File: src/rtl/vec_sequencer_if.sv
// Sequencer-facing bus: program ROM fetch, data/coef RAM ports and register-file addressing.
interface vec_sequencer_if #(
  parameter int unsigned VEC_ID_WIDTH       = 3,
  parameter int unsigned REGFILE_ADDR_WIDTH = 4,
  parameter int unsigned DATA_ADDR_WIDTH    = 6,
  parameter int unsigned INSTR_ADDR_WIDTH   = 5
) ();
  localparam int unsigned INSTR_WIDTH = 2 + VEC_ID_WIDTH + 2 * REGFILE_ADDR_WIDTH + 3 * DATA_ADDR_WIDTH;

  logic                          en;
  logic                          prog;
  logic                          loop;
  logic [INSTR_WIDTH-1:0]        instr_word;
  logic                          fetch;
  logic [INSTR_ADDR_WIDTH-1:0]   pc;
  logic                          en_ram_pa;
  logic                          wr_ram_pa;
  logic                          en_ram_pb;
  logic                          wr_ram_pb;
  logic [DATA_ADDR_WIDTH-1:0]    data_addr;
  logic [DATA_ADDR_WIDTH-1:0]    coef_addr;
  logic [REGFILE_ADDR_WIDTH-1:0] ar1;
  logic [REGFILE_ADDR_WIDTH-1:0] ar2;
  logic [REGFILE_ADDR_WIDTH-1:0] ard;
  logic                          rw;
  logic                          done;
  logic                          err;

  modport master (
    input  en, prog, loop, instr_word,
    output fetch, pc, en_ram_pa, wr_ram_pa, en_ram_pb, wr_ram_pb,
           data_addr, coef_addr, ar1, ar2, ard, rw, done, err
  );

  modport slave (
    output en, prog, loop, instr_word,
    input  fetch, pc, en_ram_pa, wr_ram_pa, en_ram_pb, wr_ram_pb,
           data_addr, coef_addr, ar1, ar2, ard, rw, done, err
  );
endinterface

File: src/rtl/vec_sequencer.sv
// Multi-vector MAC sequencer: fetches allocation instructions and walks per-vector circular buffers.
module vec_sequencer #(
  parameter int unsigned VEC_ID_WIDTH       = 3,
  parameter int unsigned REGFILE_ADDR_WIDTH = 4,
  parameter int unsigned DATA_ADDR_WIDTH    = 6,
  parameter int unsigned INSTR_ADDR_WIDTH   = 5,
  parameter int unsigned PROG_LEN           = 32
) (
  input logic             clk,
  input logic             rst,
  vec_sequencer_if.master bus
);
  localparam int unsigned VW          = VEC_ID_WIDTH;
  localparam int unsigned RW          = REGFILE_ADDR_WIDTH;
  localparam int unsigned DW          = DATA_ADDR_WIDTH;
  localparam int unsigned AW          = INSTR_ADDR_WIDTH;
  localparam int unsigned NV          = 2 ** VW;
  localparam int unsigned LPTR_LSB    = DW;
  localparam int unsigned UPTR_LSB    = 2 * DW;
  localparam int unsigned EREG_LSB    = 3 * DW;
  localparam int unsigned RES_LSB     = 3 * DW + RW;
  localparam int unsigned VID_LSB     = 3 * DW + 2 * RW;
  localparam int unsigned UPSE_BIT    = VID_LSB + VW;
  localparam int unsigned LSTG_BIT    = UPSE_BIT + 1;
  localparam int unsigned INSTR_WIDTH = LSTG_BIT + 1;
  localparam logic [AW-1:0] PC_LAST   = AW'(PROG_LEN - 1);

  typedef enum logic [2:0] {IDLE, FETCH, LOAD, WRITE, RUN, WB, NEXT} state_t;

  state_t                 state_q, state_d;
  logic [INSTR_WIDTH-1:0] ir_q, ir_d, ins_c;
  logic [DW-1:0]          k_q, k_d, idx_q, idx_d;
  logic [DW-1:0]          head_q [NV];
  logic [AW-1:0]          pc_q, pc_d;
  logic                   err_q, err_d;
  logic                   fetch_q, fetch_d, en_pa_q, en_pa_d, wr_pa_q, wr_pa_d;
  logic                   en_pb_q, en_pb_d, rw_q, rw_d, done_q, done_d;
  logic [DW-1:0]          data_addr_q, data_addr_d, coef_addr_q, coef_addr_d;
  logic [RW-1:0]          ar1_q, ar1_d, ar2_q, ar2_d, ard_q, ard_d;

  logic                   lstg_c, upse_c, head_upd_c;
  logic [VW-1:0]          vid_c;
  logic [RW-1:0]          res_c, ereg_c;
  logic [DW-1:0]          uptr_c, lptr_c, coef_c, lm1_c, head_c, k_nxt_c, idx_nxt_c;

  // During LOAD the fresh ROM word is decoded directly; afterwards the latched copy.
  assign ins_c     = (state_q == LOAD) ? bus.instr_word : ir_q;
  assign lstg_c    = ins_c[LSTG_BIT];
  assign upse_c    = ins_c[UPSE_BIT];
  assign vid_c     = ins_c[VID_LSB +: VW];
  assign res_c     = ins_c[RES_LSB +: RW];
  assign ereg_c    = ins_c[EREG_LSB +: RW];
  assign uptr_c    = ins_c[UPTR_LSB +: DW];
  assign lptr_c    = ins_c[LPTR_LSB +: DW];
  assign coef_c    = ins_c[0 +: DW];
  assign lm1_c     = uptr_c - lptr_c;
  assign head_c    = head_q[vid_c];
  assign k_nxt_c   = k_q + DW'(1);
  assign idx_nxt_c = (idx_q == '0) ? lm1_c : idx_q - DW'(1);

  always_comb begin
    state_d     = state_q;
    ir_d        = ir_q;
    k_d         = k_q;
    idx_d       = idx_q;
    pc_d        = pc_q;
    err_d       = err_q;
    fetch_d     = 1'b0;
    en_pa_d     = 1'b0;
    wr_pa_d     = 1'b0;
    en_pb_d     = 1'b0;
    rw_d        = 1'b0;
    done_d      = 1'b0;
    data_addr_d = data_addr_q;
    coef_addr_d = coef_addr_q;
    ar1_d       = ar1_q;
    ar2_d       = ar2_q;
    ard_d       = ard_q;
    head_upd_c  = 1'b0;

    case (state_q)
      IDLE: if (bus.en) begin
        state_d = FETCH;
        fetch_d = 1'b1;
      end
      FETCH: state_d = LOAD;
      LOAD: begin
        ir_d = ins_c;
        if (uptr_c < lptr_c) begin
          err_d   = 1'b1;
          done_d  = lstg_c;
          state_d = NEXT;
        end else if (upse_c) begin
          state_d = RUN;
        end else begin
          state_d     = WRITE;
          en_pa_d     = 1'b1;
          wr_pa_d     = 1'b1;
          data_addr_d = lptr_c + head_c;
        end
      end
      WRITE: state_d = RUN;
      RUN: if (k_q == lm1_c) begin
        state_d = WB;
        rw_d    = 1'b1;
        ard_d   = res_c;
      end else begin
        k_d         = k_nxt_c;
        idx_d       = idx_nxt_c;
        en_pa_d     = 1'b1;
        en_pb_d     = 1'b1;
        data_addr_d = lptr_c + idx_nxt_c;
        coef_addr_d = coef_c + k_nxt_c;
      end
      WB: begin
        state_d    = NEXT;
        head_upd_c = !upse_c;
        done_d     = lstg_c;
      end
      NEXT: begin
        pc_d = (lstg_c || pc_q == PC_LAST) ? '0 : pc_q + AW'(1);
        if (bus.en && (!lstg_c || bus.loop)) begin
          state_d = FETCH;
          fetch_d = 1'b1;
        end else begin
          state_d = IDLE;
        end
      end
      default: state_d = IDLE;
    endcase

    // First MAC cycle starts at the newest sample, coefficient base, fixed regfile operands.
    if (state_d == RUN && state_q != RUN) begin
      k_d         = '0;
      idx_d       = head_c;
      en_pa_d     = 1'b1;
      en_pb_d     = 1'b1;
      data_addr_d = lptr_c + head_c;
      coef_addr_d = coef_c;
      ar1_d       = res_c;
      ar2_d       = ereg_c;
    end

    if (bus.prog) begin
      state_d    = IDLE;
      pc_d       = '0;
      err_d      = 1'b0;
      fetch_d    = 1'b0;
      en_pa_d    = 1'b0;
      wr_pa_d    = 1'b0;
      en_pb_d    = 1'b0;
      rw_d       = 1'b0;
      done_d     = 1'b0;
      head_upd_c = 1'b0;
    end
  end

  always_ff @(posedge clk or posedge rst) begin
    if (rst) begin
      state_q     <= IDLE;
      ir_q        <= '0;
      k_q         <= '0;
      idx_q       <= '0;
      head_q      <= '{default: '0};
      pc_q        <= '0;
      err_q       <= 1'b0;
      fetch_q     <= 1'b0;
      en_pa_q     <= 1'b0;
      wr_pa_q     <= 1'b0;
      en_pb_q     <= 1'b0;
      rw_q        <= 1'b0;
      done_q      <= 1'b0;
      data_addr_q <= '0;
      coef_addr_q <= '0;
      ar1_q       <= '0;
      ar2_q       <= '0;
      ard_q       <= '0;
    end else begin
      state_q     <= state_d;
      ir_q        <= ir_d;
      k_q         <= k_d;
      idx_q       <= idx_d;
      pc_q        <= pc_d;
      err_q       <= err_d;
      fetch_q     <= fetch_d;
      en_pa_q     <= en_pa_d;
      wr_pa_q     <= wr_pa_d;
      en_pb_q     <= en_pb_d;
      rw_q        <= rw_d;
      done_q      <= done_d;
      data_addr_q <= data_addr_d;
      coef_addr_q <= coef_addr_d;
      ar1_q       <= ar1_d;
      ar2_q       <= ar2_d;
      ard_q       <= ard_d;
      if (bus.prog) head_q <= '{default: '0};
      else if (head_upd_c) head_q[vid_c] <= (head_c == lm1_c) ? '0 : head_c + DW'(1);
    end
  end

  assign bus.fetch     = fetch_q;
  assign bus.pc        = pc_q;
  assign bus.en_ram_pa = en_pa_q;
  assign bus.wr_ram_pa = wr_pa_q;
  assign bus.en_ram_pb = en_pb_q;
  assign bus.wr_ram_pb = 1'b0;
  assign bus.data_addr = data_addr_q;
  assign bus.coef_addr = coef_addr_q;
  assign bus.ar1       = ar1_q;
  assign bus.ar2       = ar2_q;
  assign bus.ard       = ard_q;
  assign bus.rw        = rw_q;
  assign bus.done      = done_q;
  assign bus.err       = err_q;
endmodule

File: src/flat_wrapper.sv
// flat-port wrapper written by rule: the top's interface ports become plain ports
module vec_sequencer_flat 
#(
  parameter int unsigned VEC_ID_WIDTH       = 3,
  parameter int unsigned REGFILE_ADDR_WIDTH = 4,
  parameter int unsigned DATA_ADDR_WIDTH    = 6,
  parameter int unsigned INSTR_ADDR_WIDTH   = 5,
  parameter int unsigned PROG_LEN           = 32
)
  (clk, rst, bus_en, bus_prog, bus_loop, bus_instr_word, bus_fetch, bus_pc, bus_en_ram_pa, bus_wr_ram_pa, bus_en_ram_pb, bus_wr_ram_pb, bus_data_addr, bus_coef_addr, bus_ar1, bus_ar2, bus_ard, bus_rw, bus_done, bus_err);
  vec_sequencer_if #(.VEC_ID_WIDTH(VEC_ID_WIDTH), .REGFILE_ADDR_WIDTH(REGFILE_ADDR_WIDTH), .DATA_ADDR_WIDTH(DATA_ADDR_WIDTH), .INSTR_ADDR_WIDTH(INSTR_ADDR_WIDTH)) bus_i ();
  input logic clk;
  input logic rst;
  input wire logic [$bits(bus_i.en)-1:0] bus_en;
  input wire logic [$bits(bus_i.prog)-1:0] bus_prog;
  input wire logic [$bits(bus_i.loop)-1:0] bus_loop;
  input wire logic [$bits(bus_i.instr_word)-1:0] bus_instr_word;
  output wire logic [$bits(bus_i.fetch)-1:0] bus_fetch;
  output wire logic [$bits(bus_i.pc)-1:0] bus_pc;
  output wire logic [$bits(bus_i.en_ram_pa)-1:0] bus_en_ram_pa;
  output wire logic [$bits(bus_i.wr_ram_pa)-1:0] bus_wr_ram_pa;
  output wire logic [$bits(bus_i.en_ram_pb)-1:0] bus_en_ram_pb;
  output wire logic [$bits(bus_i.wr_ram_pb)-1:0] bus_wr_ram_pb;
  output wire logic [$bits(bus_i.data_addr)-1:0] bus_data_addr;
  output wire logic [$bits(bus_i.coef_addr)-1:0] bus_coef_addr;
  output wire logic [$bits(bus_i.ar1)-1:0] bus_ar1;
  output wire logic [$bits(bus_i.ar2)-1:0] bus_ar2;
  output wire logic [$bits(bus_i.ard)-1:0] bus_ard;
  output wire logic [$bits(bus_i.rw)-1:0] bus_rw;
  output wire logic [$bits(bus_i.done)-1:0] bus_done;
  output wire logic [$bits(bus_i.err)-1:0] bus_err;
  assign bus_i.en = bus_en;
  assign bus_i.prog = bus_prog;
  assign bus_i.loop = bus_loop;
  assign bus_i.instr_word = bus_instr_word;
  assign bus_fetch = bus_i.fetch;
  assign bus_pc = bus_i.pc;
  assign bus_en_ram_pa = bus_i.en_ram_pa;
  assign bus_wr_ram_pa = bus_i.wr_ram_pa;
  assign bus_en_ram_pb = bus_i.en_ram_pb;
  assign bus_wr_ram_pb = bus_i.wr_ram_pb;
  assign bus_data_addr = bus_i.data_addr;
  assign bus_coef_addr = bus_i.coef_addr;
  assign bus_ar1 = bus_i.ar1;
  assign bus_ar2 = bus_i.ar2;
  assign bus_ard = bus_i.ard;
  assign bus_rw = bus_i.rw;
  assign bus_done = bus_i.done;
  assign bus_err = bus_i.err;
  vec_sequencer #(.VEC_ID_WIDTH(VEC_ID_WIDTH), .REGFILE_ADDR_WIDTH(REGFILE_ADDR_WIDTH), .DATA_ADDR_WIDTH(DATA_ADDR_WIDTH), .INSTR_ADDR_WIDTH(INSTR_ADDR_WIDTH), .PROG_LEN(PROG_LEN)) u_core (.clk(clk), .rst(rst), .bus(bus_i));
endmodule
File: config.mk
export PLATFORM = sky130hd
export DESIGN_NAME = vec_sequencer_flat
export DESIGN_NICKNAME = d
export VERILOG_FILES = /design/src/rtl/vec_sequencer_if.sv /design/src/rtl/vec_sequencer.sv /design/src/flat_wrapper.sv
export SDC_FILE = /design/constraint.sdc
export NUM_CORES = 1
export LEC_CHECK = 0
export BUFFER_PORTS_ARGS = -buffer_cell sky130_fd_sc_hd__buf_2
export CAP_MARGIN = 20
export CORE_ASPECT_RATIO = 1.25
export CORE_MARGIN = 2
export CORE_UTILIZATION = 65
export DETAILED_ROUTE_END_ITERATION = 10
export GPL_TIMING_DRIVEN = 0
export PLACE_DENSITY_LB_ADDON = 0.25
export SKIP_CTS_REPAIR_TIMING = 1
export SKIP_LAST_GASP = 1
export SYNTH_ARGS = -nofsm -noshare
export SYNTH_HDL_FRONTEND = slang
export SYNTH_SLANG_ARGS = --single-unit
File: constraint.sdc
create_clock -name clk -period 12.7 [get_ports clk]
set_input_delay 1.905 -clock clk [delete_from_list [all_inputs] [get_ports clk]]
set_output_delay 1.905 -clock clk [all_outputs]
set_load 0.05 [all_outputs]
==> Yosys cells after proc, flatten, opt, wreduce, memory -nomap -nowiden <==
Index checks and enable logic that the tools add are counted.
{ "word_totals": {"reg_bits": 130, "output_inout_bits": 37} }
{ "classes": {"mux": 61, "reduce_logical": 19, "n_eq_ne": 15, "bitwise": 1, "order_cmp": 3, "addsub": 8} }
{ "op_table": {"columns": ["cell", "count"], "rows": [
  ["6-bit 2-to-1 mux", 18],
  ["48-bit 2-to-1 mux", 2],
  ["48-bit bitwise mux", 1],
  ["31-bit 2-to-1 mux", 1],
  ["1-bit 2-to-1 mux", 24],
  ["3-bit one-hot mux with 7 select lines", 1],
  ["6-bit adder", 3],
  ["6-bit binary-select mux with 3-bit select", 1],
  ["6-bit demux with 3-bit select", 1],
  ["3-bit 2-to-1 mux", 5],
  ["5-bit 2-to-1 mux", 3],
  ["6-bit by 1-bit adder with 6-bit output, second input constant", 2],
  ["3-bit == test, second input constant", 4],
  ["6-bit == test", 2],
  ["3-bit inequality test, second input constant", 4],
  ["6-bit one-hot mux with 2 select lines", 1],
  ["2-bit nonzero test", 5],
  ["3-bit by 2-bit == test with 1-bit output, second input constant", 2],
  ["6-bit zero test", 1],
  ["6-bit < comparator", 1],
  ["1-bit one-hot mux with 2 select lines", 3],
  ["2-bit AND reduction", 3],
  ["6-bit by 1-bit subtractor with 6-bit output, second input constant", 1],
  ["6-bit subtractor", 1],
  ["13 further kinds", 17]
]} }

==> Logic depth before layout (Yosys ltp) <==
{ "logic_depth": {"word_depth": 11, "ltp_mapped": 25} }

==> Worst setup path after synthesis <==
Ideal clock, no wire load.
{ "synth_path": {"path_kind": "in2reg", "start": "in bus_instr_word[27]", "end": "reg u_core.data_addr_q[4], in the netlist u_core.bus.data_addr[4]", "stages": 16, "t_arrival_ns": 4.864, "path_slack_ns": 7.701, "n_path_buf": 2, "path_cell_list": "clkbuf_1 > nand2b_1 > mux2i_1 > a22o_1 > a2111oi_0 > clkbuf_1 > inv_1 > ha_1 > fa_1 > a21oi_1 > nor2_1 > nor2_1 > xor2_1 > nor2_1 > a21oi_1 > o21ai_0"} }
{ "synth_between": {"elab_chain_cells": 10} }
{ "synth_rtl": {"columns": ["item", "line_no", "rtl"], "rows": [
  ["start: declaration", "flat_wrapper.sv:17", "input wire logic [$bits(bus_i.instr_word)-1:0] bus_instr_word;"],
  ["31-bit 2-to-1 mux *", "vec_sequencer.sv:47", "assign ins_c = (state_q == LOAD) ? bus.instr_word : ir_q;"],
  ["3-bit inverter with 4-bit output (implied by the code) *", "vec_sequencer.sv:57", "assign head_c = head_q[vid_c];"],
  ["6-bit binary-select mux with 3-bit select *", "vec_sequencer.sv:57", null],
  ["6-bit 2-to-1 mux (implied by the code) * (2 in series)", "vec_sequencer.sv:57", null],
  ["6-bit adder *", "vec_sequencer.sv:99, vec_sequencer.sv:138", null],
  ["6-bit 2-to-1 mux", "vec_sequencer.sv:93", "end else if (upse_c) begin"],
  ["6-bit 2-to-1 mux", "vec_sequencer.sv:89", "if (uptr_c < lptr_c) begin"],
  ["6-bit one-hot mux with 2 select lines", "vec_sequencer.sv:81", "case (state_q)"],
  ["6-bit 2-to-1 mux *", "vec_sequencer.sv:133", "if (state_d == RUN && state_q != RUN) begin"],
  ["end signal: assignment", "vec_sequencer.sv:191", "data_addr_q <= data_addr_d;"],
  ["end: declaration", "vec_sequencer.sv:38", "logic [DW-1:0] data_addr_q, data_addr_d, coef_addr_q, coef_addr_d;"]
]} }
Mark *: on every way between the ends. The rest lies on a longest branch, timed or not. The select of a mux whose other input is x is not followed.
A chain may end at the register's enable or synchronous reset.

==> Worst setup path after layout <==
{ "layout_path": {"start": "reg u_core.state_q[2]", "end": "reg u_core.k_q[1]"} }
{ "layout_between": {"word_cells_on_any_way": 27} }
{ "layout_lines": {"columns": ["item", "line_no", "rtl"], "rows": [
  ["start: declaration", "vec_sequencer.sv:30", "state_t state_q, state_d;"],
  ["start signal: assignment", "vec_sequencer.sv:179", "state_q <= state_d;"],
  ["3-bit by 2-bit == test with 1-bit output *", "vec_sequencer.sv:47", null],
  ["31-bit 2-to-1 mux *", "vec_sequencer.sv:47", null],
  ["named net u_core.ins_c[8]", "vec_sequencer.sv:31", "logic [INSTR_WIDTH-1:0] ir_q, ir_d, ins_c;"],
  ["6-bit subtractor", "vec_sequencer.sv:56", "assign lm1_c = uptr_c - lptr_c;"],
  ["6-bit == test", "vec_sequencer.sv:103", "RUN: if (k_q == lm1_c) begin"],
  ["3-bit 2-to-1 mux", "vec_sequencer.sv:103", null],
  ["3-bit one-hot mux with 7 select lines", "vec_sequencer.sv:81", null],
  ["3-bit == test", "vec_sequencer.sv:133", null],
  ["1-bit logical AND", "vec_sequencer.sv:133", null],
  ["2-bit inequality test (no line) / 2-bit nonzero test (equally long branches)", null, null],
  ["2-bit AND reduction (no line)", null, null],
  ["end signal: assignment", "vec_sequencer.sv:181", "k_q <= k_d;"],
  ["end: declaration", "vec_sequencer.sv:32", "logic [DW-1:0] k_q, k_d, idx_q, idx_d;"]
]} }
Mark *: on every way through the listed nets, which the timed path passes. The rest lies on a longest branch.

==> qor.yml <==
grt:
  grt_max_degree: 71
  grt_overflow_total: 0
  grt_pass1_wl_mm: 34.6
  grt_pass1_vias: 6937
  grt_usage: 0.365
  antenna_found_initial: 0
clocking:
  clk_pin_slew_worst_paths_ns: 0.07
  cts_buffer_depth: 2
  cts_tree: "yes"
  numCtsBuffers: 17
  clk-insertion-delay-late_ns: 0.43
  htree_levels: 4
  clock-root-buffer: "clkbuf_16"
  numClockSinks: 130
sta:
  fmax_mhz: 156
  fin_skew_ns: 0.0111
  fin_crit_ns: 6.41
  slew_viol_final: 0
  finalHoldViolCount: 0
  slew_headroom: 0.329
  layout_worst_path_cycle_share: 0.505
  fin_ws_ns: 6.29
  tns_ns: 0
  setup_viol: 0
  rsz0062_at_grt: "false"
  worst_pin_slew_ns: 1.01
synthesis:
  synth_cells: 786
  ys_seq_elements: 130
  syn_avg_cell_area_sq_um: 9.56
  synth-main-ff-cell: "dfrtp_1"
  synth_area_sq_mm: 0.00751
  synth-edff-count: 0
  synthDistinctLibCells: 64
  syn_nets: 853
  ys_seq_area_frac: 0.433
  synth_warnings: 0
  async_reset_ff_frac: 1.00
layout:
  multi_input_area_sq_mm: 0.00394
  syn2layout_area_growth_pct: 15.3
  layout-drive-gt1-share: 0.165
  nets: 944
  regArea_sq_mm: 0.00325
  diodes: 0
  nFillCells: 765
  utilization: 0.774
floorplanning:
  core_area_sq_mm: 0.0112
  initial_core_util: 0.671
  rows: 43
  dieArea_sq_mm: 0.0124
  ioPinCount: 73
  fp.dieH_um: 124
  fp.dieW_um: 100
critical_path:
  required_ns: 13.00
  cp_slowest_stage_delay_ns: 0.58
  cp_cell_sequence: "buf_2, nor3b_2, buf_2, buf_2, buf_1, clkbuf_1, nand2_1, nand2_1, inv_1, ha_1, o21ai_0, a2111oi_0, a211oi_1, xor2_1, a41oi_1, clkbuf_1, clkbuf_1, mux2i_1, nor2_1"
  critPathKind: "flip-flop to flip-flop"
  cpLargestDelayFamily: "buffers and inverters"
  cp-start-kind: "flip-flop"
  end_kind: "flip-flop"
  cp_slowest_cell: "a211oi_1"
  crit_buf_inv: 8
  arrival_ns: 6.71
  critPathMaxFanout: 10
place:
  preCtsSetupSlack_ns: 6.54
  dp_hpwl_mm: 15.4
  gp_congestion: 0.955
  io_buffers: 69
route:
  ant_nets: 0
  routed_via_density: 6.67
  drt_first_pass_iters: 5
  drc: 0
  wl_per_cell_um: 21.4
  routed_wirelength_mm: 21.9
  num_vias: 6837
  first_iter_violations: 572
power_and_ir_drop:
  power_density_mw_per_mm2: 268
  clockPowerShare: 0.212
  power_w: 0.00232
  p_comb_frac: 0.541
  switchingPower_w: 0.00109
  pwr-share-seq: 0.248
  p_sw_frac: 0.470
  vdd_ir_drop_max_uv: 249
  p_int_w: 0.00123
  leakage_nw: 4.19
job:
  drv_cap: 0
worst_hold_path:
  hold_class: "flip-flop to flip-flop"
status:
  status: "finished, final reports clean"
## sequential cells by signal, summed over array words and instances, names as in the netlist
register	cells
u_core.bus.en_ram_pb	1
u_core.ir_q	31
u_core.bus.ard	4
u_core.head_q	48
u_core.bus.err	1
u_core.bus.pc	5
u_core.bus.rw	1
u_core.state_q	3
u_core.bus.en_ram_pa	1
u_core.bus.coef_addr	6
u_core.bus.wr_ram_pa	1
u_core.k_q	6
u_core.bus.ar1	4
u_core.bus.done	1
u_core.idx_q	6
u_core.bus.data_addr	6
u_core.bus.ar2	4
u_core.bus.fetch	1
## tightest hold or removal path, cell delays in order, from the launching register on
cell and delay, ns:
dfrtp_1 0.32, nand2_1 0.06, nand2_1 0.06
## synth_stat cells, types with 16 or more instances
library cell  instances  area share
mux2i_1              24       0.032
mux2_2               16       0.024
nor2_1               57       0.028
xnor2_1              23       0.027
dfrtp_1             130        0.43
nand3_1              17       0.011
nand2b_1             19       0.016
inv_1                29       0.014
nand2_1             137       0.068
a21oi_1              37       0.025
clkbuf_1             26       0.013
ha_1                 27       0.045
xor2_1               18       0.021
o21ai_0              22       0.015
a32o_1               47       0.063
## kinds of logic after synthesis
group / after synthesis / synth area share
AOI/OAI and AO/OA: 173 / 0.177
xor gates and xnor gates: 42 / 0.0500
adders and majority gates: 31 / 0.0556
buffers and inverters: 74 / 0.0431
DFF: 130 / 0.433
muxes: 41 / 0.0580
other: 1 / 0.000499
and+or+nand+nor: 294 / 0.183
## layout make-up
class / count / area share
multi-input cells: 582 / 0.454
clock inverters: 13 / 0.0159
clock buffers: 19 / 0.0523
repair buffers: 72 / 0.0441
well taps: 135 / 0.0195
plain buffers: 44 / 0.0244
flip-flops and latches: 130 / 0.376
inverters: 30 / 0.0136
## cell usage in the layout, fill, tap and decap left out, types with 4 or more instances in the layout
| master | netlist | routed |
|---|---|---|
| nor2b_1 | 8 | 8 |
| xnor2_1 | 23 | 23 |
| ha_1 | 27 | 27 |
| nand4_1 | 5 | 5 |
| fa_1 | 4 | 4 |
| mux2_2 | 16 | 16 |
| inv_6 | 0 | 7 |
| dfrtp_1 | 130 | 130 |
| nor3_1 | 13 | 13 |
| nand2b_1 | 19 | 19 |
| mux2i_1 | 24 | 24 |
| o21ai_0 | 22 | 22 |
| a31oi_1 | 11 | 11 |
| nand4b_1 | 6 | 6 |
| xor2_1 | 18 | 18 |
| a21oi_1 | 37 | 37 |
| buf_6 | 4 | 4 |
| clkbuf_16 | 0 | 17 |
| a22o_1 | 5 | 5 |
| nor3b_1 | 6 | 6 |
| a211oi_1 | 4 | 4 |
| a22oi_1 | 7 | 7 |
| buf_2 | 7 | 77 |
| and3_1 | 7 | 7 |
| nand3_1 | 17 | 17 |
| nand3b_1 | 6 | 6 |
| o211ai_1 | 6 | 6 |
| a32o_1 | 47 | 47 |
| nor2_1 | 57 | 57 |
| inv_1 | 29 | 28 |
| a21o_1 | 7 | 7 |
| clkbuf_1 | 26 | 26 |
| buf_1 | 5 | 6 |
| nand2_1 | 137 | 137 |
## power by group through the flow
stage | clock network, W | logic, W | registers, W
floorplan | 0 | 0.000785 | 0.000704
global placement | 0 | 0.00115 | 0.000572
detailed placement | 0 | 0.00120 | 0.000578
CTS | 0.000492 | 0.00123 | 0.000572
global route | 0.000508 | 0.00134 | 0.000583
finish | 0.000491 | 0.00125 | 0.000574
## path summary, 6_finish.rpt
| check | from | to | slack [ns] | depth (start not counted) |
|---|---|---|---|---|
| max in group asynchronous | rst | u_core.ir_q[12]$_DFFE_PP0P_ | 10.41 | 3 |
| min reg2reg | u_core.ir_q[10]$_DFFE_PP0P_ | u_core.ir_q[10]$_DFFE_PP0P_ | 0.47 | 2 |
| max reg2reg | u_core.state_q[2]$_DFF_PP0_ | u_core.k_q[1]$_DFFE_PP0P_ | 6.29 | 19 |
| max | u_core.state_q[2]$_DFF_PP0_ | u_core.k_q[1]$_DFFE_PP0P_ | 6.29 | 19 |
| min in group asynchronous | rst | u_core.head_q[7]$_DFFE_PP0P_ | 1.53 | 2 |
| min | u_core.ir_q[10]$_DFFE_PP0P_ | u_core.ir_q[10]$_DFFE_PP0P_ | 0.47 | 2 |
## metal layers
layer | vias to the layer above | share of wire | track usage
met5 | - | 0 | 0
met4 | 0 | 0.059 | 0.220
met3 | 106 | 0.080 | 0.0763
met2 | 403 | 0.50 | 0.624
met1 | 3323 | 0.36 | 0.422
li1 | 3005 | - | -
## per-stage QoR
stage	hold WS (ns)	instance area [sq um]	instances
5_1_grt	0.504	8660	1025
3_5_place_dp	0.457	8070	993
2_1_floorplan	0.439	7510	786
6_report	0.467	8660	1025
3_3_place_gp	0.451	8030	990
4_1_cts	0.471	8660	1025
(Power assumes the default switching activity.)
